[src/rtl/int_adder_mc_if.sv]
// Operand/result handshake bundle for the multi-cycle wide adder.
// slave is the adder side, master is the issuing/consuming side.
interface int_adder_mc_if #(
    parameter int DATA_WIDTH = 32,
    parameter int NUM_CHUNKS = 4
);
    localparam int W = DATA_WIDTH * NUM_CHUNKS;

    logic         in_valid;
    logic         in_ready;
    logic [W-1:0] op_a;
    logic [W-1:0] op_b;
    logic         carry_in;
    logic         op_sub;
    logic         out_valid;
    logic         out_ready;
    logic [W-1:0] result;
    logic         carry_out;
    logic         overflow;
    logic         busy;

    modport slave (
        input  in_valid, op_a, op_b, carry_in, op_sub, out_ready,
        output in_ready, out_valid, result, carry_out, overflow, busy
    );

    modport master (
        output in_valid, op_a, op_b, carry_in, op_sub, out_ready,
        input  in_ready, out_valid, result, carry_out, overflow, busy
    );
endinterface

[src/rtl/int_adder_mc.sv]
// Wide add/subtract computed one DATA_WIDTH chunk per cycle, LSB chunk first,
// with the inter-chunk carry held in a register.
module int_adder_mc #(
    parameter int DATA_WIDTH = 32,
    parameter int NUM_CHUNKS = 4
) (
    input  logic            clk,
    input  logic            rst_n,
    int_adder_mc_if.slave   bus
);
    localparam int IW = (NUM_CHUNKS > 1) ? $clog2(NUM_CHUNKS) : 1;
    localparam logic [IW-1:0] LAST = IW'(NUM_CHUNKS - 1);

    typedef enum logic [1:0] {IDLE, RUN, DONE} state_t;

    state_t                                 state_q;
    logic [IW-1:0]                          idx_q;
    logic [NUM_CHUNKS-1:0][DATA_WIDTH-1:0]  a_q, b_q, res_q;
    logic                                   carry_q, cout_q, ovf_q;
    logic                                   in_ready_q, out_valid_q, busy_q;

    logic [DATA_WIDTH-1:0]                  a_cur, b_cur;
    logic [DATA_WIDTH:0]                    sum_d;
    logic                                   ovf_d;

    always_comb begin
        a_cur = '0;
        b_cur = '0;
        for (int k = 0; k < NUM_CHUNKS; k++) begin
            if (idx_q == IW'(k)) begin
                a_cur = a_q[k];
                b_cur = b_q[k];
            end
        end
        sum_d = {1'b0, a_cur} + {1'b0, b_cur} + {{DATA_WIDTH{1'b0}}, carry_q};
        // Carry into the MSB is recovered from the MSB sum bit and operand bits.
        ovf_d = (a_cur[DATA_WIDTH-1] ^ b_cur[DATA_WIDTH-1] ^ sum_d[DATA_WIDTH-1])
                ^ sum_d[DATA_WIDTH];
    end

    always_ff @(posedge clk or negedge rst_n) begin
        if (!rst_n) begin
            state_q     <= IDLE;
            idx_q       <= '0;
            a_q         <= '0;
            b_q         <= '0;
            res_q       <= '0;
            carry_q     <= 1'b0;
            cout_q      <= 1'b0;
            ovf_q       <= 1'b0;
            in_ready_q  <= 1'b1;
            out_valid_q <= 1'b0;
            busy_q      <= 1'b0;
        end else begin
            case (state_q)
                IDLE: begin
                    if (bus.in_valid) begin
                        a_q        <= bus.op_a;
                        b_q        <= bus.op_sub ? ~bus.op_b : bus.op_b;
                        carry_q    <= bus.op_sub | bus.carry_in;
                        idx_q      <= '0;
                        in_ready_q <= 1'b0;
                        busy_q     <= 1'b1;
                        state_q    <= RUN;
                    end
                end
                RUN: begin
                    for (int k = 0; k < NUM_CHUNKS; k++)
                        if (idx_q == IW'(k)) res_q[k] <= sum_d[DATA_WIDTH-1:0];
                    carry_q <= sum_d[DATA_WIDTH];
                    if (idx_q == LAST) begin
                        cout_q      <= sum_d[DATA_WIDTH];
                        ovf_q       <= ovf_d;
                        out_valid_q <= 1'b1;
                        state_q     <= DONE;
                    end else begin
                        idx_q <= idx_q + IW'(1);
                    end
                end
                DONE: begin
                    if (bus.out_ready) begin
                        out_valid_q <= 1'b0;
                        busy_q      <= 1'b0;
                        in_ready_q  <= 1'b1;
                        state_q     <= IDLE;
                    end
                end
                default: state_q <= IDLE;
            endcase
        end
    end

    assign bus.in_ready  = in_ready_q;
    assign bus.out_valid = out_valid_q;
    assign bus.busy      = busy_q;
    assign bus.result    = res_q;
    assign bus.carry_out = cout_q;
    assign bus.overflow  = ovf_q;
endmodule

[src/flat_wrapper.sv]
// flat-port wrapper written by rule: the top's interface ports become plain ports
module int_adder_mc_flat 
#(
    parameter int DATA_WIDTH = 32,
    parameter int NUM_CHUNKS = 4
)
  (clk, rst_n, bus_in_valid, bus_op_a, bus_op_b, bus_carry_in, bus_op_sub, bus_out_ready, bus_in_ready, bus_out_valid, bus_result, bus_carry_out, bus_overflow, bus_busy);
  int_adder_mc_if #(.DATA_WIDTH(DATA_WIDTH), .NUM_CHUNKS(NUM_CHUNKS)) bus_i ();
  input  logic clk;
  input  logic rst_n;
  input wire logic [$bits(bus_i.in_valid)-1:0] bus_in_valid;
  input wire logic [$bits(bus_i.op_a)-1:0] bus_op_a;
  input wire logic [$bits(bus_i.op_b)-1:0] bus_op_b;
  input wire logic [$bits(bus_i.carry_in)-1:0] bus_carry_in;
  input wire logic [$bits(bus_i.op_sub)-1:0] bus_op_sub;
  input wire logic [$bits(bus_i.out_ready)-1:0] bus_out_ready;
  output wire logic [$bits(bus_i.in_ready)-1:0] bus_in_ready;
  output wire logic [$bits(bus_i.out_valid)-1:0] bus_out_valid;
  output wire logic [$bits(bus_i.result)-1:0] bus_result;
  output wire logic [$bits(bus_i.carry_out)-1:0] bus_carry_out;
  output wire logic [$bits(bus_i.overflow)-1:0] bus_overflow;
  output wire logic [$bits(bus_i.busy)-1:0] bus_busy;
  assign bus_i.in_valid = bus_in_valid;
  assign bus_i.op_a = bus_op_a;
  assign bus_i.op_b = bus_op_b;
  assign bus_i.carry_in = bus_carry_in;
  assign bus_i.op_sub = bus_op_sub;
  assign bus_i.out_ready = bus_out_ready;
  assign bus_in_ready = bus_i.in_ready;
  assign bus_out_valid = bus_i.out_valid;
  assign bus_result = bus_i.result;
  assign bus_carry_out = bus_i.carry_out;
  assign bus_overflow = bus_i.overflow;
  assign bus_busy = bus_i.busy;
  int_adder_mc #(.DATA_WIDTH(DATA_WIDTH), .NUM_CHUNKS(NUM_CHUNKS)) u_core (.clk(clk), .rst_n(rst_n), .bus(bus_i));
endmodule
[config.mk]
export PLATFORM = sky130hd
export DESIGN_NAME = int_adder_mc_flat
export DESIGN_NICKNAME = d
export VERILOG_FILES = /design/src/rtl/int_adder_mc_if.sv /design/src/rtl/int_adder_mc.sv /design/src/flat_wrapper.sv
export SDC_FILE = /design/constraint.sdc
export NUM_CORES = 1
export LEC_CHECK = 0
export ABC_AREA = 1
export BUFFER_PORTS_ARGS = -buffer_cell sky130_fd_sc_hd__buf_2
export CAP_MARGIN = 25
export CORE_ASPECT_RATIO = 0.6
export CORE_MARGIN = 4
export CORE_UTILIZATION = 39
export CTS_BUF_LIST = sky130_fd_sc_hd__clkbuf_2 sky130_fd_sc_hd__clkbuf_4 sky130_fd_sc_hd__clkbuf_8
export DETAILED_ROUTE_END_ITERATION = 16
export HOLD_SLACK_MARGIN = 0.12
export SLEW_MARGIN = 10
export SYNTH_ARGS = -nofsm -noshare
export SYNTH_HDL_FRONTEND = slang
export SYNTH_SLANG_ARGS = --single-unit
[constraint.sdc]
create_clock -name clk -period 3.35 [get_ports clk]
set_clock_uncertainty 0.1 [all_clocks]
set_input_delay 0.335 -clock clk [delete_from_list [all_inputs] [get_ports clk]]
set_output_delay 0.335 -clock clk [all_outputs]
set_load 0.05 [all_outputs]
==> impl_metrics.ini, run 1 <==
[status]
run_status = finished, violations left
violations = setup timing

[logic_synthesis]
ys_types = 43
yosysWarnings = 0
async_flop_share_pct = 100.0
synth_edf_count = 0
ys_ff_latch = 394
syn_area_um2 = 19980
ys_seq_area_share_pct = 49.35
synth_ff_type = dfrtp_1
syn_nets = 2814
synthCells = 2515
syn_area_per_cell_um2 = 7.945

[route]
wl_mm = 76.77
drc = 0
first_iter_violations = 1854
dr.pass1.iters = 5
vias = 20160
viasPerCell = 5.005
wl_per_cell_um = 19.05
ant_nets = 0

[floorplan]
core_area_um2 = 49980
ios = 395
rows = 63
start_util_pct = 39.99
die_h_um = 183.3
die_area_um2 = 55040
dieWidth_um = 300.2

[sta]
hold_viol = 0
clock.fmax_mhz = 288.3
relSlewSlack_pct = 37.16
layout_setup_ws_ns = -0.1190
fin_crit_sh_pct = 103.6
worst_slew_pin_slew_ns = 0.9426
whs_ns = 0.1779
drv_slew = 0
rsz0062_at_grt = yes
min_period_ns = 3.469
final-setup-viol-count = 57

[global_routing]
grt_max_degree = 232
track_usage_pct = 27.18
grt_pass1_wl_mm = 117.4
grt_pass1_vias = 20790
grt.overflow.total = 0
antenna_found_initial = 1

[place]
place_congestion = 0.9267
io_buffer_count = 394
pre_cts_slack_ns = -0.3803
hpwl_mm = 52.03

[final_layout]
final_common_cell = nand2_1
syn_to_final_growth_pct = 48.61
final_util_pct = 59.42
final_nets = 3601
final_cell_mix = 936 x nand2_1, 393 x dfrtp_1, 392 x buf_2, 259 x dlygate4sd3_1, 187 x o21ai_0
drive_above_1_share_pct = 31.20
n_fill_cell = 4415

[clocking]
cts_made_buffers = 60
cts_tree = yes
cts.path.max_buffers = 3
cts.sinks = 394
htree_num_levels = 2
root_buffer = clkbuf_8
path_clk_slew_ns = 0.07
clock_latency_ns = 0.65

[critical_path]
cp_slowest_cell = dfrtp_1
critical_path.most_common_cell = buf_12
crit_required_ns = 3.83
path_cells = buf_6 -> ha_4 -> nor2_4 -> buf_12 -> buf_12 -> buf_12 -> nand2_4 -> a21oi_4 -> a21oi_2 -> o21ai_2 -> ha_4 -> buf_6 -> nand2_4 -> nor2_2 -> nor2_2 -> nand2_2 -> a21oi_4 -> nand2_1 -> nand2_2 -> nand3_1 -> nand2_1
critical_path.max_stage_delay_ns = 0.40
criticalPathCategory = flip-flop to flip-flop
startpoint = u_core.idx_q[0]$_DFFE_PN0P_
cp.arrival_ns = 3.95
path_max_fanout = 7
cp-start-kind = flip-flop
critPathTopFamily = simple AND/OR/NAND/NOR gates
rr_startpoint = u_core.idx_q[0]$_DFFE_PN0P_
end_kind = flip-flop
path_buf_inv = 5

[worst_hold_path]
hp-start = bus_in_valid
hp-class = input pin to flip-flop

[flow_run]
cap_viol_max_count = 0
cell type report:
cell class	count	area, um2	share of cell area (%)
Multi-Input combinational cell	1854	10550	35.54
Sequential cell	394	9861	33.20
Timing Repair Buffer	862	6574	22.14
Clock buffer	83	1061	3.573
Tap cell	682	853.3	2.873
Inverter	130	495.5	1.668
Clock inverter	23	296.5	0.9985
Antenna cell	1	2.502	0.008426
metrics by stage:
step / setup TNS (ns) / cells / area, um2
6_report: -1.834 / 4029 / 29700
5_1_grt: -15.92 / 4029 / 29700
4_1_cts: -0.5264 / 4021 / 28680
3_5_place_dp: -25.41 / 3639 / 23840
3_3_place_gp: -21.34 / 3639 / 23840
2_1_floorplan: 0 / 2515 / 19990
timing repair:
| action | CTS | global route |
|---|---|---|
| hold buffers | 259 | 0 |
| pin swaps | 34 | 57 |
| endpoints found under the hold margin | 354 | 0 |
| cloned | 3 | 1 |
| endpoints found under the setup margin | 116 | 115 |
| buffers inserted | 15 | 7 |
| resized for setup | 177 | 245 |
worst paths after layout:
kind / end / slack (ns) / depth (start not counted)
hold / removal: u_core.bus.busy$_DFFE_PN0P_ / 0.18 / 3
setup reg to reg: u_core.bus.result[29]$_DFFE_PN0P_ / -0.12 / 21
min in group asynchronous: u_core.a_q[110]$_DFFE_PN0P_ / 0.22 / 2
hold reg to reg: u_core.bus.result[34]$_DFFE_PN0P_ / 0.36 / 2
setup / recovery: u_core.bus.result[29]$_DFFE_PN0P_ / -0.12 / 21
max in group asynchronous: u_core.a_q[47]$_DFFE_PN0P_ / 1.75 / 3
synth_stat cells, types with 2 or more instances:
| master | n | area [um2] |
|---|---|---|
| clkbuf_1 | 56 | 210.2 |
| nand2_2 | 20 | 125.1 |
| inv_2 | 11 | 41.29 |
| dfrtp_1 | 393 | 9834 |
| buf_4 | 3 | 22.52 |
| buf_1 | 4 | 15.01 |
| nand4_1 | 5 | 31.28 |
| nand3_1 | 86 | 430.4 |
| nor3_1 | 4 | 20.02 |
| nand3b_2 | 3 | 33.78 |
| nand2_4 | 2 | 22.52 |
| o21ai_1 | 11 | 55.05 |
| a22o_1 | 16 | 140.1 |
| a22oi_1 | 35 | 262.8 |
| fa_1 | 2 | 40.04 |
| ha_1 | 35 | 437.9 |
| a21oi_1 | 114 | 570.6 |
| nand3b_1 | 3 | 22.52 |
| o21ai_0 | 226 | 1131 |
| xnor2_1 | 137 | 1200 |
| nand3_2 | 5 | 50.05 |
| nor2_1 | 96 | 360.4 |
| nand2_1 | 1027 | 3855 |
| xor2_1 | 2 | 17.52 |
| nor2_2 | 7 | 43.79 |
| o21bai_1 | 4 | 30.03 |
| inv_1 | 118 | 442.9 |
| nor2_4 | 2 | 22.52 |
| buf_2 | 74 | 370.4 |
worst register-to-register path, stage by stage, from the launching register on:
cell	delay [ns]
dfrtp_1	0.40
buf_6	0.13
ha_4	0.17
nor2_4	0.22
buf_12	0.19
buf_12	0.14
buf_12	0.14
nand2_4	0.06
a21oi_4	0.16
a21oi_2	0.06
o21ai_2	0.26
ha_4	0.27
buf_6	0.13
nand2_4	0.07
nor2_2	0.05
nor2_2	0.16
nand2_2	0.11
a21oi_4	0.21
nand2_1	0.09
nand2_2	0.13
nand3_1	0.09
nand2_1	0.07
logic make-up (layout without fill, tap and decap cells):
logic type,Yosys count,after routing,synth area share [%]
buffers and inverters,267,1098,5.535
AND/OR/NAND/NOR,1266,1266,25.36
flip-flops,394,394,49.35
adder cells (fa/ha/maj),37,37,2.392
XOR/XNOR,141,141,6.255
AO/OA/AOI/OAI,410,410,11.11
other,0,1,0
per-layer routing:
layer | track usage (%) | up-vias | wire length [um]
met3 | 4.543 | 159 | 4938
li1 | - | 9554 | -
met5 | 0 | - | 0
met4 | 7.463 | 0 | 2115
met1 | 37.62 | 9688 | 34240
met2 | 44.55 | 763 | 35480
flip-flops by register name (all words and copies together), names as in the netlist:
signal / count
u_core.bus.in_ready: 1
u_core.bus.result: 128
u_core.bus.carry_out: 1
u_core.a_q: 128
u_core.bus.out_valid: 1
u_core.idx_q: 2
u_core.bus.overflow: 1
u_core.bus.busy: 1
u_core.b_q: 128
u_core.state_q: 2
u_core.carry_q: 1
Power of run 1 is left out: the tool's default activity adds up to more than one toggle a clock period on the data nets, which glitch-free logic cannot reach.
==> run 2, diff against run 1 <==
- BUFFER_PORTS_ARGS: -buffer_cell sky130_fd_sc_hd__buf_2 -> not set
- DONT_BUFFER_PORTS: not set -> 1
==> impl_metrics.ini, run 2 (same netlist as run 1, synthesis figures left out) <==
[critical_path]
path_max_fanout = 7
cp-start-kind = flip-flop
cp.arrival_ns = 3.86
crit_required_ns = 3.77
criticalPathCategory = flip-flop to flip-flop
end_kind = flip-flop

[place]
placed_cell_area_um2 = 21760
dp_cells = 3244
io_buffer_count = 0
hpwl_mm = 50.67
place_congestion = 0.8966

[floorplan]
die_area_um2 = 55040
dieWidth_um = 300.2
rows = 63
start_util_pct = 39.99
die_h_um = 183.3
ios = 395
core_area_um2 = 49980

[clocking]
cts_tree = yes
cts.sinks = 394
cts_made_buffers = 60
clock_latency_ns = 0.65
cts.path.max_buffers = 3
cts_hold_buf = 419
root_buffer = clkbuf_8
path_clk_slew_ns = 0.07
htree_num_levels = 2

[final_layout]
drive_above_1_share_pct = 22.12
ff_latch_area_um2 = 9861
final_cell_mix = 929 x nand2_1, 419 x dlygate4sd3_1, 393 x dfrtp_1, 184 x o21ai_0, 181 x buf_4
final_nets = 3384
final_common_cell = nand2_1
multi_input_area_um2 = 10780
syn_to_final_growth_pct = 48.01
fin_cells = 3820
n_fill_cell = 4242
stdcell_area_um2 = 29580

[sta]
hold_viol = 393
layout_setup_ws_ns = -0.09198
clock.fmax_mhz = 290.5
drv_slew = 0
relSlewSlack_pct = 23.26
whs_ns = -0.7107
final-setup-viol-count = 41
min_period_ns = 3.442
fin_crit_sh_pct = 102.7
rsz0062_at_grt = yes
worst_slew_pin_slew_ns = 1.151

[worst_hold_path]
hp-class = input pin to async pin

[route]
dr.pass1.iters = 6
ant_nets = 0
first_iter_violations = 1696
drc = 0
wl_mm = 79.77
wl_per_cell_um = 20.88
vias = 19850
viasPerCell = 5.196

[global_routing]
grt_pass1_vias = 20600
grt_pass1_wl_mm = 121.1
met2_usage_pct = 46.19
grt.overflow.total = 0
antenna_found_initial = 5
grt_util_met3_pct = 6.034
grt_util_met1_pct = 38.04
grt_max_degree = 395
track_usage_pct = 28.16
busiest_layer = met2

[status]
violations = hold timing, setup timing
run_status = finished, violations left

[flow_run]
cap_viol_max_count = 0
[run 2: cell type report]
cell class	instances	share of cell area, %
Antenna cell	5	0.04230
Clock buffer	92	3.985
Clock inverter	18	0.3427
Inverter	130	1.675
Multi-Input combinational cell	1854	36.43
Sequential cell	394	33.34
Tap cell	682	2.885
Timing Repair Buffer	645	21.30
[run 2: worst max-delay path, stage by stage (launching register included)]
cell	delay, ns
dfrtp_1	0.41
buf_6	0.13
ha_4	0.18
nor2_4	0.14
buf_8	0.15
buf_6	0.12
buf_16	0.13
a22o_1	0.16
nand2_1	0.11
a21oi_4	0.25
ha_4	0.18
buf_4	0.12
nand2_2	0.07
buf_4	0.15
nor2_4	0.13
inv_1	0.07
nor2_2	0.11
nand2_2	0.08
nand2_4	0.12
nand2_4	0.07
nand2_1	0.07
nand2_2	0.11
nand3_2	0.09
nand2_1	0.06
[run 2: path summary, 6_finish.rpt]
check	startpoint	to	slack, ns	cells after the start
min in group clk	bus_op_a[11]	u_core.a_q[11]$_DFFE_PN0P_	0.24	3
min reg2reg	u_core.a_q[85]$_DFFE_PN0P_	u_core.a_q[85]$_DFFE_PN0P_	0.38	2
max	u_core.idx_q[0]$_DFFE_PN0P_	u_core.bus.result[23]$_DFFE_PN0P_	-0.09	23
min	rst_n	u_core.a_q[50]$_DFFE_PN0P_	-0.71	0
max in group asynchronous	rst_n	u_core.bus.result[13]$_DFFE_PN0P_	2.91	0
max reg2reg	u_core.idx_q[0]$_DFFE_PN0P_	u_core.bus.result[23]$_DFFE_PN0P_	-0.09	23
[run 2: what timing repair did]
action / CTS / global route
pin swaps: 61 / 147
setup buffers: 15 / 22
gates cloned: 5 / 1
gates resized for setup: 223 / 240
endpoints found under the hold margin: 655 / 394
setup endpoints to repair: 123 / 111
[run 2: metrics by stage]
step | utilization (%) | worst slack (ns) | hold slack (ns) | setup TNS, ns
floorplan | - | 0.01897 | -0.06059 | 0
global placement | 43.54 | -0.8962 | -0.04466 | -42.51
detailed placement | 43.54 | -0.9703 | -0.04196 | -48.89
CTS | 56.91 | -0.06996 | -0.7450 | -1.775
global route | 59.18 | -0.2871 | -0.7518 | -18.28
finish | 59.18 | -0.09198 | -0.7107 | -1.684
[run 2: metal layers]
| layer | vias to the layer above | routed length (um) |
|---|---|---|
| met2 | 829 | 37430 |
| met4 | 0 | 2463 |
| li1 | 9148 | - |
| met1 | 9673 | 34140 |
| met5 | - | 0 |
| met3 | 199 | 5744 |
Power of run 2 is left out for the same reason.
==> run 3, diff against run 2 <==
- PLACE_DENSITY: not set -> 0.63
==> impl_metrics.ini, run 3 (same netlist as run 1, synthesis figures left out) <==
[worst_hold_path]
hp-class = input pin to async pin

[final_layout]
final_common_cell = nand2_1
final_cell_mix = 926 x nand2_1, 395 x dlygate4sd3_1, 393 x dfrtp_1, 176 x o21ai_0, 174 x buf_4
drive_above_1_share_pct = 23.02
n_fill_cell = 4234
syn_to_final_growth_pct = 46.63
final_nets = 3356

[critical_path]
cp_slowest_cell = dfrtp_1
cp.arrival_ns = 3.88
end_kind = flip-flop
rr_startpoint = u_core.idx_q[0]$_DFFE_PN0P_
rrSetupSlack_ns = -0.11
cp-start-kind = flip-flop
criticalPathCategory = flip-flop to flip-flop
path_cells = buf_6 -> ha_4 -> nor2_4 -> buf_12 -> buf_12 -> buf_6 -> nand2_2 -> a21oi_4 -> a21oi_2 -> o21ai_2 -> ha_4 -> nand2_4 -> nor2_1 -> nor2_2 -> nand2_2 -> a21oi_4 -> nand3_4 -> nand3_1 -> nand2_1
crit_required_ns = 3.77
critical_path.max_stage_delay_ns = 0.40
startpoint = u_core.idx_q[0]$_DFFE_PN0P_
path_max_fanout = 8

[route]
dr.pass1.iters = 5
wl_mm = 77.11
vias = 19520
first_iter_violations = 1822
drc = 0
ant_nets = 0
viasPerCell = 5.155
wl_per_cell_um = 20.36

[place]
hpwl_mm = 49.45
place_congestion = 0.9353
io_buffer_count = 0
pre_cts_slack_ns = -0.6493

[sta]
rsz0062_at_grt = yes
worst_slew_pin_slew_ns = 1.297
whs_ns = -0.7179
layout_setup_ws_ns = -0.1143
fin_crit_sh_pct = 103.4
hold_viol = 393
drv_slew = 0
finalSetupTns_ns = -4.572
relSlewSlack_pct = 13.55
min_period_ns = 3.464
clock.fmax_mhz = 288.7
final-setup-viol-count = 88

[global_routing]
grt.overflow.total = 0
track_usage_pct = 27.15
antenna_found_initial = 3
grt_pass1_vias = 20030
grt_pass1_wl_mm = 116.3
grt_max_degree = 395

[clocking]
path_clk_slew_ns = 0.07
cts_hold_buf = 395
cts_made_buffers = 60
cts_tree = yes
cts.sinks = 394
root_buffer = clkbuf_8
htree_num_levels = 2
cts.path.max_buffers = 3
clock_latency_ns = 0.66

[floorplan]
core_area_um2 = 49980
rows = 63
start_util_pct = 39.99
dieWidth_um = 300.2
ios = 395
die_area_um2 = 55040
die_h_um = 183.3

[flow_run]
cap_viol_max_count = 0

[status]
run_status = finished, violations left
violations = hold timing, setup timing
-- run 3: metrics by stage --
step	cell area (um2)	hold WS, ns	utilization [%]	std cells
4_1_cts	28290	-0.7669	56.60	3771
2_1_floorplan	19990	-0.06059	-	2515
5_1_grt	29300	-0.7640	58.63	3787
3_5_place_dp	21780	-0.04011	43.58	3248
6_report	29300	-0.7179	58.63	3787
3_3_place_gp	21780	-0.03799	43.58	3248
-- run 3: layer usage --
metal | track usage (%) | share of wire, % | vias up
met5 | 0 | 0 | -
li1 | - | - | 9099
met2 | 44.70 | 47 | 740
met1 | 36.05 | 43 | 9510
met4 | 8.418 | 3.1 | 0
met3 | 6.046 | 7.1 | 173
-- run 3: area by class of cell --
type / count / area [um2] / area share, %
antenna: 3 / 7.507 / 0.02562
inverter: 130 / 500.5 / 1.708
clock inverter: 11 / 65.06 / 0.2221
sequential: 394 / 9861 / 33.65
tap: 682 / 853.3 / 2.912
multi-input combinational: 1854 / 10810 / 36.90
timing repair buffer: 617 / 5986 / 20.43
clock buffer: 96 / 1215 / 4.146
-- run 3: path summary, 6_finish.rpt --
check	endpoint	depth (start not counted)
setup / recovery	u_core.bus.result[29]$_DFFE_PN0P_	19
min in group clk	u_core.a_q[110]$_DFFE_PN0P_	4
max in group asynchronous	u_core.bus.result[57]$_DFFE_PN0P_	0
setup reg to reg	u_core.bus.result[29]$_DFFE_PN0P_	19
hold reg to reg	u_core.a_q[93]$_DFFE_PN0P_	2
hold / removal	u_core.a_q[10]$_DFFE_PN0P_	0
-- run 3: what timing repair did --
item | CTS | global route
hold endpoints to repair | 655 | 394
gates resized for setup | 276 | 233
setup endpoints to repair | 123 | 116
setup buffers | 18 | 14
pin swaps | 70 | 100
gates cloned | 3 | 2
-- run 3: worst max-delay path, delay by kind of cell (launching register included) --
family	cells	cell delay [ns]
AOI/OAI and AO/OA	4	0.72
adders and majority gates	2	0.44
buffers and inverters	4	0.56
DFF	1	0.40
and+or+nand+nor	9	1.07
Power of run 3 is left out for the same reason.
